--- src/rtl/prbs_pattern_source.sv ---
// PRBS pattern source: PRBS7/15/23/31 LFSR emitting one WIDTH-bit word per cycle on a valid/ready stream.
// Latency: first word valid 2 cycles after enable_in rises, then back-to-back one word per accepted beat.
// Backpressure: m_tready low holds m_tdata/m_tvalid stable; the LFSR only advances when a word is registered.
module prbs_pattern_source #(
  parameter int          WIDTH = 32,
  parameter logic [30:0] SEED  = 31'h7FFFFFFF
) (
  input  logic             clk,
  input  logic             reset,
  input  logic             enable_in,
  input  logic [1:0]       mode_in,
  input  logic [30:0]      seed_in,
  input  logic             load_in,
  input  logic             invert_in,
  input  logic             err_inject_in,
  output logic [WIDTH-1:0] m_tdata,
  output logic             m_tvalid,
  input  logic             m_tready,
  output logic             busy_out,
  output logic [31:0]      word_cnt_out
);

  typedef enum logic [1:0] {IDLE, FILL, RUN, DRAIN} state_t;

  state_t      state, state_nxt;
  logic [30:0] lfsr;
  logic [1:0]  mode_q;
  logic        err_pend;

  logic [WIDTH-1:0] gen_word;
  logic [30:0]      gen_next;

  logic do_load_seed, do_latch_mode, do_gen, do_accept, do_clear_valid;

  // Bits at and above the polynomial order must stay zero.
  function automatic logic [30:0] order_mask(input logic [1:0] m);
    case (m)
      2'd0:    order_mask = 31'h0000007F;
      2'd1:    order_mask = 31'h00007FFF;
      2'd2:    order_mask = 31'h007FFFFF;
      default: order_mask = 31'h7FFFFFFF;
    endcase
  endfunction

  // An all-zero LFSR never leaves zero, so a zero seed is replaced by 1.
  function automatic logic [30:0] guard_seed(input logic [30:0] v, input logic [1:0] m);
    logic [30:0] masked;
    masked = v & order_mask(m);
    guard_seed = (masked == 31'd0) ? 31'd1 : masked;
  endfunction

  // Unroll WIDTH Fibonacci steps; the first generated bit lands in the MSB.
  always_comb begin
    logic [30:0] s;
    logic        fb;
    s        = lfsr;
    fb       = 1'b0;
    gen_word = '0;
    for (int i = 0; i < WIDTH; i++) begin
      case (mode_q)
        2'd0:    fb = s[6]  ^ s[5];
        2'd1:    fb = s[14] ^ s[13];
        2'd2:    fb = s[22] ^ s[17];
        default: fb = s[30] ^ s[27];
      endcase
      s = {s[29:0], fb} & order_mask(mode_q);
      gen_word[WIDTH-1-i] = fb;
    end
    gen_next = s;
  end

  // State register.
  always_ff @(posedge clk) begin
    if (reset) state <= IDLE;
    else       state <= state_nxt;
  end

  // Next-state and datapath control strobes.
  always_comb begin
    state_nxt      = state;
    do_load_seed   = 1'b0;
    do_latch_mode  = 1'b0;
    do_gen         = 1'b0;
    do_accept      = 1'b0;
    do_clear_valid = 1'b0;
    case (state)
      IDLE: begin
        do_load_seed = load_in;
        if (enable_in) begin
          do_latch_mode = 1'b1;
          state_nxt     = FILL;
        end
      end
      FILL: begin
        do_gen    = 1'b1;
        state_nxt = RUN;
      end
      RUN: begin
        if (m_tvalid && m_tready) begin
          do_accept = 1'b1;
          if (enable_in) begin
            do_gen = 1'b1;
          end else begin
            // Last word taken on the same beat enable fell: nothing left to drain.
            do_clear_valid = 1'b1;
            state_nxt      = IDLE;
          end
        end else if (!enable_in) begin
          state_nxt = DRAIN;
        end
      end
      DRAIN: begin
        if (m_tvalid && m_tready) begin
          do_accept      = 1'b1;
          do_clear_valid = 1'b1;
          state_nxt      = IDLE;
        end
      end
      default: state_nxt = IDLE;
    endcase
  end

  // LFSR, latched mode, output word, error flag and accepted-word counter.
  always_ff @(posedge clk) begin
    if (reset) begin
      lfsr         <= guard_seed(SEED, 2'd3);
      mode_q       <= 2'd3;
      m_tdata      <= '0;
      m_tvalid     <= 1'b0;
      err_pend     <= 1'b0;
      word_cnt_out <= 32'd0;
    end else begin
      if (do_load_seed)      lfsr <= guard_seed(seed_in, mode_in);
      else if (do_gen)       lfsr <= gen_next;
      if (do_latch_mode)     mode_q <= mode_in;
      if (do_gen) begin
        m_tdata  <= gen_word ^ {WIDTH{invert_in}} ^ {{(WIDTH-1){1'b0}}, err_pend};
        m_tvalid <= 1'b1;
      end else if (do_clear_valid) begin
        m_tvalid <= 1'b0;
      end
      // A word registered this edge consumes the pending flag; a new request re-arms it.
      err_pend <= (err_pend & ~do_gen) | err_inject_in;
      if (do_accept)         word_cnt_out <= word_cnt_out + 32'd1;
    end
  end

  assign busy_out = (state != IDLE);

endmodule

--- config.mk ---
export PLATFORM = sky130hd
export DESIGN_NAME = prbs_pattern_source
export DESIGN_NICKNAME = d
export VERILOG_FILES = /design/src/rtl/prbs_pattern_source.sv
export SDC_FILE = /design/constraint.sdc
export NUM_CORES = 1
export LEC_CHECK = 0
export ABC_CLOCK_PERIOD_IN_PS = 4780
export CORE_MARGIN = 2
export CORE_UTILIZATION = 30
export DETAILED_ROUTE_END_ITERATION = 16
export GPL_ROUTABILITY_DRIVEN = 1
export GPL_TIMING_DRIVEN = 0
export PLACE_DENSITY_LB_ADDON = 0.12
export SYNTH_ARGS = -nofsm -noshare
export SYNTH_HDL_FRONTEND = slang
export SYNTH_SLANG_ARGS = --single-unit
--- constraint.sdc ---
create_clock -name clk -period 4.78 [get_ports clk]
set_input_delay 1.434 -clock clk [delete_from_list [all_inputs] [get_ports clk]]
set_output_delay 1.434 -clock clk [all_outputs]
set_load 0.02 [all_outputs]
Word level (Yosys, flattened, before mapping)
Index checks and enable logic that the tools add are counted.
{"block": "word_totals", "register_bits": 101}
{"block": "classes", "n_addsub": 1, "n_eq_ne": 10, "mux": 57, "bitwise_logic": 166, "reduce_logical": 10}
{"op": "bitwise AND 31 bit", "count": 33}
{"op": "case mux 31 bit (3 select lines)", "count": 2}
{"op": "2-to-1 mux 31 bit", "count": 5}
{"op": "XOR 1 bit", "count": 128}
{"op": "case mux 1 bit (3 select lines)", "count": 32}
{"op": "adder 32 x 1 -> 32 bit (second input constant)", "count": 1}
{"op": "XOR 32 x 1 -> 32 bit", "count": 1}
{"op": "XOR 32 bit", "count": 1}
{"op": "zero test 31 bit", "count": 1}
{"op": "2-to-1 mux 1 bit", "count": 10}
{"op": "2-to-1 mux 2 bit", "count": 5}
{"op": "equality test 2 bit (second input constant)", "count": 4}
{"op": "case mux 2 bit (4 select lines)", "count": 1}
{"op": "equality test 2 x 1 -> 1 bit (second input constant)", "count": 3}
{"op": "zero test 2 bit", "count": 3}
{"op": "!= test 2 bit (second input constant)", "count": 3}
{"op": "nonzero test 2 bit", "count": 3}
{"op": "case mux 1 bit (2 select lines)", "count": 2}
{"op": "AND reduction 3 bit", "count": 1}
{"op": "OR reduction 2 bit", "count": 1}
{"op": "bitwise AND 1 bit", "count": 1}
{"op": "logical AND 1 bit", "count": 1}
{"op": "inverter 1 bit", "count": 1}
{"op": "OR 1 bit", "count": 1}

Logic depth before layout (Yosys ltp)
Gate-level depths: netlist of the first run.
{"block": "depth", "ltp_word": 98, "depth_mapped": 15, "mapped_depth_nobuf": 11}

Least setup slack after synthesis of the first run
No wires, ideal clock.
{"block": "synth_timing", "path_kind": "reg-to-reg", "from": "register lfsr[0]", "to": "register m_tdata[0]", "setup_time_ns": 0.062, "arrival_time_ns": 3.503, "path_slack_ns": 1.215, "stages_incl_launch_ff": 14, "path_cell_list": "dfxtp_1 > buf_4 > xnor3_1 > mux4_2 > buf_4 > or4b_1 > nand3_1 > xor2_1 > o21a_2 > xnor2_2 > xor2_1 > nor2_1 > or4_1 > nand3_1"}
{"block": "synth_between", "elab_chain_len": 43}
{"element": "start, declared", "line_no": "26", "source": "logic [30:0] lfsr;"}
{"element": "start signal, assigned", "line_no": "126", "source": "lfsr <= guard_seed(SEED, 2'd3);"}
{"element": "start signal, assigned", "line_no": "133", "source": "if (do_load_seed) lfsr <= guard_seed(seed_in, mode_in);"}
{"element": "start signal, assigned", "line_no": "134", "source": "else if (do_gen) lfsr <= gen_next;"}
{"element": "bitwise AND 31 bit (*) (5 in series)", "line_no": "66", "source": "s = {s[29:0], fb} & order_mask(mode_q);"}
{"element": "XOR 1 bit / bitwise AND 31 bit (equally long branches)", "line_no": "61, 66"}
{"element": "case mux 1 bit (3 select lines) / XOR 1 bit (equally long branches)", "line_no": "60, 61"}
{"element": "bitwise AND 31 bit (*) (6 in series)", "line_no": "66"}
{"element": "XOR 1 bit / bitwise AND 31 bit (equally long branches)", "line_no": "61, 66"}
{"element": "case mux 1 bit (3 select lines), or another cell as far along", "line_no": "60", "source": "case (mode_q)"}
{"element": "bitwise AND 31 bit (*) (6 in series)", "line_no": "66"}
{"element": "XOR 1 bit / bitwise AND 31 bit (equally long branches)", "line_no": "61, 66"}
{"element": "case mux 1 bit (3 select lines), or another cell as far along", "line_no": "60"}
{"element": "bitwise AND 31 bit (*) (7 in series)", "line_no": "66"}
{"element": "XOR 1 bit / bitwise AND 31 bit (equally long branches)", "line_no": "61, 66"}
{"element": "case mux 1 bit (3 select lines) / XOR 1 bit (equally long branches)", "line_no": "60, 61"}
{"element": "bitwise AND 31 bit (*) (7 in series)", "line_no": "66"}
{"element": "XOR 1 bit", "line_no": "61", "source": "2'd0: fb = s[6] ^ s[5];"}
{"element": "case mux 1 bit (3 select lines) (*)", "line_no": "60"}
{"element": "XOR 32 bit (*)", "line_no": "137", "source": "m_tdata <= gen_word ^ {WIDTH{invert_in}} ^ {{(WIDTH-1){1'b0}}, err_pend};"}
{"element": "XOR 32 x 1 -> 32 bit (*)", "line_no": "137"}
{"element": "end signal, assigned", "line_no": "137"}
{"element": "end, declared", "line_no": "16", "source": "output logic [WIDTH-1:0] m_tdata,"}
Mark *: on every way between the ends. The rest lies on a longest branch, timed or not.
A chain may end at the register's enable or synchronous reset.

Final worst setup path of the first run
{"block": "layout_timing", "from": "register lfsr[12]", "to": "register lfsr[3]"}
{"block": "layout_between", "elab_chain_len": 44}
{"element": "bitwise AND 31 bit (*)", "line_no": "66"}
{"element": "XOR 1 bit / bitwise AND 31 bit (equally long branches)", "line_no": "62, 66"}
{"element": "case mux 1 bit (3 select lines) / XOR 1 bit (equally long branches)", "line_no": "60, 62"}
{"element": "bitwise AND 31 bit (*) (6 in series)", "line_no": "66"}
{"element": "XOR 1 bit / bitwise AND 31 bit (equally long branches)", "line_no": "61, 66"}
{"element": "case mux 1 bit (3 select lines), or another cell as far along", "line_no": "60"}
{"element": "bitwise AND 31 bit (*) (7 in series)", "line_no": "66"}
{"element": "XOR 1 bit / bitwise AND 31 bit (equally long branches)", "line_no": "61, 66"}
{"element": "[... 8 more ...]"}
{"element": "XOR 1 bit / bitwise AND 31 bit (equally long branches)", "line_no": "61, 66"}
{"element": "case mux 1 bit (3 select lines) / XOR 1 bit (equally long branches)", "line_no": "60, 61"}
{"element": "bitwise AND 31 bit (*) (7 in series)", "line_no": "66"}
{"element": "XOR 1 bit", "line_no": "61"}
{"element": "case mux 1 bit (3 select lines) (*)", "line_no": "60"}
{"element": "bitwise AND 31 bit (*) (4 in series)", "line_no": "66"}
{"element": "2-to-1 mux 31 bit (*)", "line_no": "134"}
{"element": "2-to-1 mux 31 bit (*)", "line_no": "133"}
Mark *: on every way between the ends. The rest lies on a longest branch, timed or not. The select of a mux whose other input is x is not followed.

==> results.yml, run 1 <==
synthesis:
  syn_nets: 947
  avgSynthCellArea_um2: 7.89
  synth-main-ff-cell: "dfxtp_1"
  ys_seq_area_share_pct: 28.5
  yosys_register_bits: 101
  synth_enable_flop_cells: 0
  synthCells: 901
  synth.distinct_cells: 73
  yosysWarningCount: 0
  syn-cell-area_um2: 7110
  synthArstFlopShare_pct: 0
drt:
  routedWlPerCell_um: 20.7
  drc: 0
  ant_nets: 0
  vias: 7121
  dr.pass1.iters: 5
  vias_per_cell: 5.32
  wl_um: 27700
  drt_iter0_markers: 643
timing:
  layout_min_cycle_time_ns: 4.51
  min_period_over_period_pct: 94.4
  max_clock_freq_ghz: 0.222
  grt_setup_unrepaired: "false"
  setup_slack_ns: 0.269
  finalHoldViolCount: 0
  fin_skew_ns: 0.0101
  setup_violations: 0
  tightest_slew_ns: 0.919
  drv_slew: 0
  slew_headroom_pct: 38.3
  setup_tns_ns: 0
floorplan:
  die-area_um2: 24900
  die_y_um: 158
  boundaryPins: 106
  core_um2: 23300
  initial_core_util_pct: 30.5
  die_w_um: 158
  rows: 56
layout:
  mostFrequentLayoutCells: "clkdlybuf4s50_1 (103), dfxtp_1 (101), nand2_1 (94)"
  layout-drive-gt1-share_pct: 6.37
  finalNetCount: 1061
  antenna_cells: 0
  fillers: 2458
  final_common_cell: "clkdlybuf4s50_1"
  area_growth_pct: 24.6
worst_setup_path:
  end_kind: "register"
  worstPathArrival_ns: 4.76
  reg2regPathDepth: 15
  max_stage_delay_ns: 0.49
  crit_chain: "clkbuf_1 -> xor2_1 -> mux4_2 -> buf_2 -> xor2_1 -> o21a_1 -> clkbuf_1 -> o31ai_1 -> or2_1 -> buf_2 -> a211o_1 -> o21ai_1 -> a22oi_1 -> a221oi_1 -> o21ai_1"
  path_delay_family: "compound AO/OA/AOI/OAI gates"
  worstPathMaxFanout: 8
  crit_slowest_cell: "clkbuf_1"
  timing.rr.end: "lfsr[3]"
  r2r_start: "lfsr[12]"
  ff2ff_setup_slack_ns: 0.27
  critical_path_buf_inv_count: 4
  crit_type: "register to register"
  crit_required_ns: 5.03
  cp-start-kind: "register"
flow_run:
  maxCapViolations: 0
min_path:
  hold_end: "m_tdata[16]"
  min_path_type: "register to register"
  whs_path_depth: 2
  min_from: "m_tdata[16]"
place:
  dp_hpwl_um: 21100
  place_ws_ns: 0.142
  place_congestion: 0.943
  port_buffers: 103
clock_network:
  cts_tree: "done"
  ctsHoldBuffers: 0
  cts_made_buffers: 9
  clk_path_buf_depth: 2
  clock-sinks: 101
  post-cts-setup-buffers: 0
  clk_pin_slew_ns: 0.08
  cts-root-buf: "clkbuf_16"
  insertion_delay_ns: 0.37
  htree_num_levels: 3
grt:
  grt_usage_pct: 22.7
  grt_start_max_net_pins: 21
  antenna_found_initial: 0
  grt.overflow.total: 0
  grt_pass1_vias: 7066
  grt_pass1_wl_um: 42500
power_and_ir_drop:
  p_per_area_nw_per_um2: 801
  p_sw_share_pct: 53.2
  power.internal_mw: 3.32
  leakage_nw: 3.10
  p_clk_share_pct: 10.7
  power.net_switching_mw: 3.77
  seq_power_share_pct: 16.6
  p_comb_share_pct: 72.7
  ir_drop_uv: 261
run_status:
  outcome: "finished clean"
## cell usage after synthesis, types with 13 or more instances
master	number	area (µm²)
nand3_1	31	155
o211ai_1	31	233
o22ai_1	13	81.3
nor2_1	91	342
a21oi_1	58	290
o21ai_0	33	165
xnor2_1	79	692
clkbuf_1	49	184
xor2_1	78	683
buf_2	16	80.1
nand2_1	94	353
a22oi_1	21	158
dfxtp_1	101	2020
## worst max path at each step
stage | start | end | slack (ns) | cells after the start
after floorplan | lfsr[0] | m_tdata[0] | 1.21 | 13
after global placement | lfsr[12] | m_tdata[0] | 0.08 | 12
after detailed placement | lfsr[12] | m_tdata[0] | 0.14 | 12
after CTS | lfsr[12] | m_tdata[0] | 0.09 | 12
after global routing | lfsr[12] | lfsr[3] | 0.07 | 15
final | lfsr[12] | lfsr[3] | 0.27 | 15
## worst min-delay path: cells and delay by family, from the launching register on
family / cells / cell delay (ns)
flip-flops: 1 / 0.31
AO/OA/AOI/OAI: 1 / 0.05
AND/OR/NAND/NOR: 1 / 0.05
## registers in the layout, indices dropped and copies added (netlist names)
register / flops
m_tvalid: 1
mode_q: 2
m_tdata: 32
err_pend: 1
state: 2
word_cnt_out: 32
lfsr: 31
## logic make-up (layout without fill, tap and decap cells)
logic type	Yosys count	after routing	share of synthesized area, %
AND/OR/NAND/NOR	287	287	18.5
flip-flops	101	101	28.5
adder cells (fa/ha/maj)	6	6	1.06
AO/OA/AOI/OAI	236	236	22.2
multiplexers	17	17	3.47
XOR/XNOR	162	162	20.6
buffers and inverters	92	211	5.74
## metrics by stage
step	instances	hold slack [ns]	instance area [µm²]	util, %	power [mW]
2_1_floorplan	901	0.472	7110	-	4.68
3_3_place_gp	1323	0.445	8540	36.6	6.23
3_5_place_dp	1323	0.448	8540	36.6	6.20
4_1_cts	1339	0.459	8840	37.9	6.99
5_1_grt	1339	0.480	8850	37.9	7.50
6_report	1339	0.454	8850	37.9	7.09
## power by group through the flow
| stage | combinational [mW] | clock (mW) | sequential (mW) |
|---|---|---|---|
| 6_report | 5.16 | 0.758 | 1.18 |
| 3_3_place_gp | 5.04 | 0 | 1.20 |
| 3_5_place_dp | 5.00 | 0 | 1.20 |
| 5_1_grt | 5.48 | 0.808 | 1.20 |
| 2_1_floorplan | 3.41 | 0 | 1.27 |
| 4_1_cts | 5.03 | 0.780 | 1.18 |
## repair_timing
action / in CTS / in global routing
endpoints found under the setup margin: 0 / 1
endpoints found under the hold margin: 0 / 0
gates resized for setup: 0 / 2
## layout make-up
type	instances	area [µm²]	area share [%]
repair buffers	103	1030	11.6
clock inverters	7	77.6	0.876
plain buffers	79	359	4.06
clock buffers	9	225	2.54
well taps	319	399	4.51
multi-input cells	708	4690	53.0
flip-flops and latches	101	2020	22.8
inverters	13	48.8	0.551
## per-layer routing
metal,part of all wire [%],routed length [µm],GRT usage (%)
met5,0,0,0
met4,3.1,861,8.70
met3,6.1,1690,4.08
met2,46,12600,36.7
met1,45,12500,29.9
(Power assumes the default switching activity.)
==> inputs of run 2 (changes only) <==
--- a/config.mk
+++ b/config.mk
@@ -8,10 +8,10 @@
 export ABC_CLOCK_PERIOD_IN_PS = 4780
 export CORE_MARGIN = 2
 export CORE_UTILIZATION = 30
+export CTS_CLUSTER_DIAMETER = 40
 export DETAILED_ROUTE_END_ITERATION = 16
 export GPL_ROUTABILITY_DRIVEN = 1
 export GPL_TIMING_DRIVEN = 0
-export PLACE_DENSITY_LB_ADDON = 0.12
 export SYNTH_ARGS = -nofsm -noshare
 export SYNTH_HDL_FRONTEND = slang
 export SYNTH_SLANG_ARGS = --single-unit
==> run 2 against run 1 <==
Setup slack lost 0.22 ns; clock power up 0.7%; sequential cell count stayed put; wire length shrank 5.1%; register-to-register slack worse by 0.22 ns; die area did not move; cell count did not move; sequential power barely moved; via count is 1.1% higher; critical path depth fell by 2; largest cell class unchanged; largest power group unchanged; highest routed layer unchanged.
==> results.yml, run 2 (synthesis results as in run 1) <==
run_status:
  outcome: "finished clean"
layout:
  utilization_pct: 37.9
  layout-drive-gt1-share_pct: 6.27
  antenna_cells: 0
  stdcell_area_um2: 8830
  mostFrequentLayoutCells: "clkdlybuf4s50_1 (103), dfxtp_1 (101), nand2_1 (94)"
  reg_top3: "m_tdata (32), word_cnt_out (32), lfsr (31)"
  final_common_cell: "clkdlybuf4s50_1"
  area_growth_pct: 24.3
  fillers: 2456
  finalNetCount: 1061
  multiInputGateArea_um2: 4680
  seqCellArea_um2: 2020
  fin_cells: 1339
worst_setup_path:
  crit_slowest_cell: "o31ai_2"
  ff2ff_setup_slack_ns: 0.05
  end_kind: "register"
  cp-start-kind: "register"
  crit_type: "register to register"
  max_stage_delay_ns: 0.84
  crit_path_frequent_cell: "xor2_1"
  worstPathArrival_ns: 5.04
  critical_path_buf_inv_count: 2
  r2r_start: "lfsr[5]"
  crit_required_ns: 5.09
  crit_chain: "buf_2 -> xnor3_1 -> mux4_2 -> buf_4 -> xor2_2 -> a21oi_2 -> o31ai_2 -> xor2_1 -> a21oi_1 -> xor2_1 -> nor2_1 -> or4_1 -> nand3_1"
  timing.rr.end: "m_tdata[0]"
  startpoint: "lfsr[5]"
  worstPathMaxFanout: 8
  reg2regPathDepth: 13
  path_delay_family: "compound AO/OA/AOI/OAI gates"
timing:
  finalHoldViolCount: 0
  max_clock_freq_ghz: 0.211
  hold-worst-slack_ns: 0.452
  tightest_slew_ns: 0.954
  fin_skew_ns: 0.0175
  setup_slack_ns: 0.0487
  slew_headroom_pct: 36.0
  setup_violations: 0
  min_period_over_period_pct: 99.0
  drv_slew: 0
  layout_min_cycle_time_ns: 4.73
  grt_setup_unrepaired: "false"
  setup_tns_ns: 0
drt:
  drt_iter0_markers: 603
  wl_um: 26300
  vias_per_cell: 5.38
  drc: 0
  dr.pass1.iters: 7
  vias: 7201
  routedWlPerCell_um: 19.6
  ant_nets: 0
power_and_ir_drop:
  total_power_mw: 7.01
  ir_drop_uv: 292
  leakage_nw: 3.09
  p_per_area_nw_per_um2: 794
floorplan:
  die-area_um2: 24900
  die_y_um: 158
  core_um2: 23300
  boundaryPins: 106
  die_w_um: 158
  initial_core_util_pct: 30.5
  rows: 56
clock_network:
  clk_pin_slew_ns: 0.07
  ctsHoldBuffers: 0
  cts_tree: "done"
  htree_num_levels: 3
  ctsResizeCount: 0
  post-cts-setup-buffers: 0
  clock-sinks: 101
  clk_path_buf_depth: 2
  insertion_delay_ns: 0.38
  cts_made_buffers: 9
  cts-root-buf: "clkbuf_16"
grt:
  grt_usage_pct: 21.1
  grt.overflow.total: 0
  grt_pass1_wl_um: 40000
  grt_pass1_vias: 6808
  grt_start_max_net_pins: 19
  antenna_found_initial: 0
place:
  dp_hpwl_um: 20000
  placed_area_um2: 8540
  port_buffers: 103
  place_congestion: 1.00
  dp.cells: 1323
  place_ws_ns: 0.259
min_path:
  min_from: "m_tdata[17]"
  hold_end: "m_tdata[17]"
  min_path_type: "register to register"
  whs_path_depth: 2
flow_run:
  maxCapViolations: 0
-- run 2: metal layers --
metal | vias up | wire [µm] | global-route usage, %
met5 | - | 0 | 0
met4 | 0 | 1110 | 10.1
met3 | 80 | 2160 | 3.75
met2 | 382 | 11300 | 31.6
met1 | 3346 | 11800 | 29.1
li1 | 3393 | - | -
-- run 2: final cells by class --
cell class	count	area share [%]
clock inverter	6	0.637
tap	319	4.52
inverter	13	0.552
multi-input combinational	708	53.0
timing repair buffer	103	11.7
sequential	101	22.9
buffer	79	4.07
clock buffer	10	2.71
-- run 2: worst min-delay path, cell delays in order, from the launching register on --
cell	delay, ns
dfxtp_1	0.31
nand2_1	0.05
a21oi_1	0.05
-- run 2: where the power goes --
group	internal (mW)	total (mW)	switching [mW]	leakage (nW)
Sequential	1.05	1.18	0.138	0.826
Clock	0.377	0.763	0.386	0.140
Combinational	1.89	5.06	3.17	2.13
-- run 2: worst max-delay path by stage --
stage	to	slack, ns	depth (start not counted)
after floorplan	m_tdata[0]	1.21	13
after global placement	m_tdata[0]	0.23	13
after detailed placement	m_tdata[0]	0.26	13
after CTS	m_tdata[0]	0.21	13
after global routing	m_tdata[0]	0.08	13
final	m_tdata[0]	0.05	13
==> inputs of run 3 (changes only) <==
--- a/config.mk
+++ b/config.mk
@@ -9,9 +9,11 @@
 export CORE_MARGIN = 2
 export CORE_UTILIZATION = 30
 export CTS_CLUSTER_DIAMETER = 40
+export CTS_CLUSTER_SIZE = 25
 export DETAILED_ROUTE_END_ITERATION = 16
 export GPL_ROUTABILITY_DRIVEN = 1
 export GPL_TIMING_DRIVEN = 0
+export SKIP_LAST_GASP = 1
 export SYNTH_ARGS = -nofsm -noshare
 export SYNTH_HDL_FRONTEND = slang
 export SYNTH_SLANG_ARGS = --single-unit
==> results of run 3 <==
Final layout, timing and power as in run 2 (identical DEF).
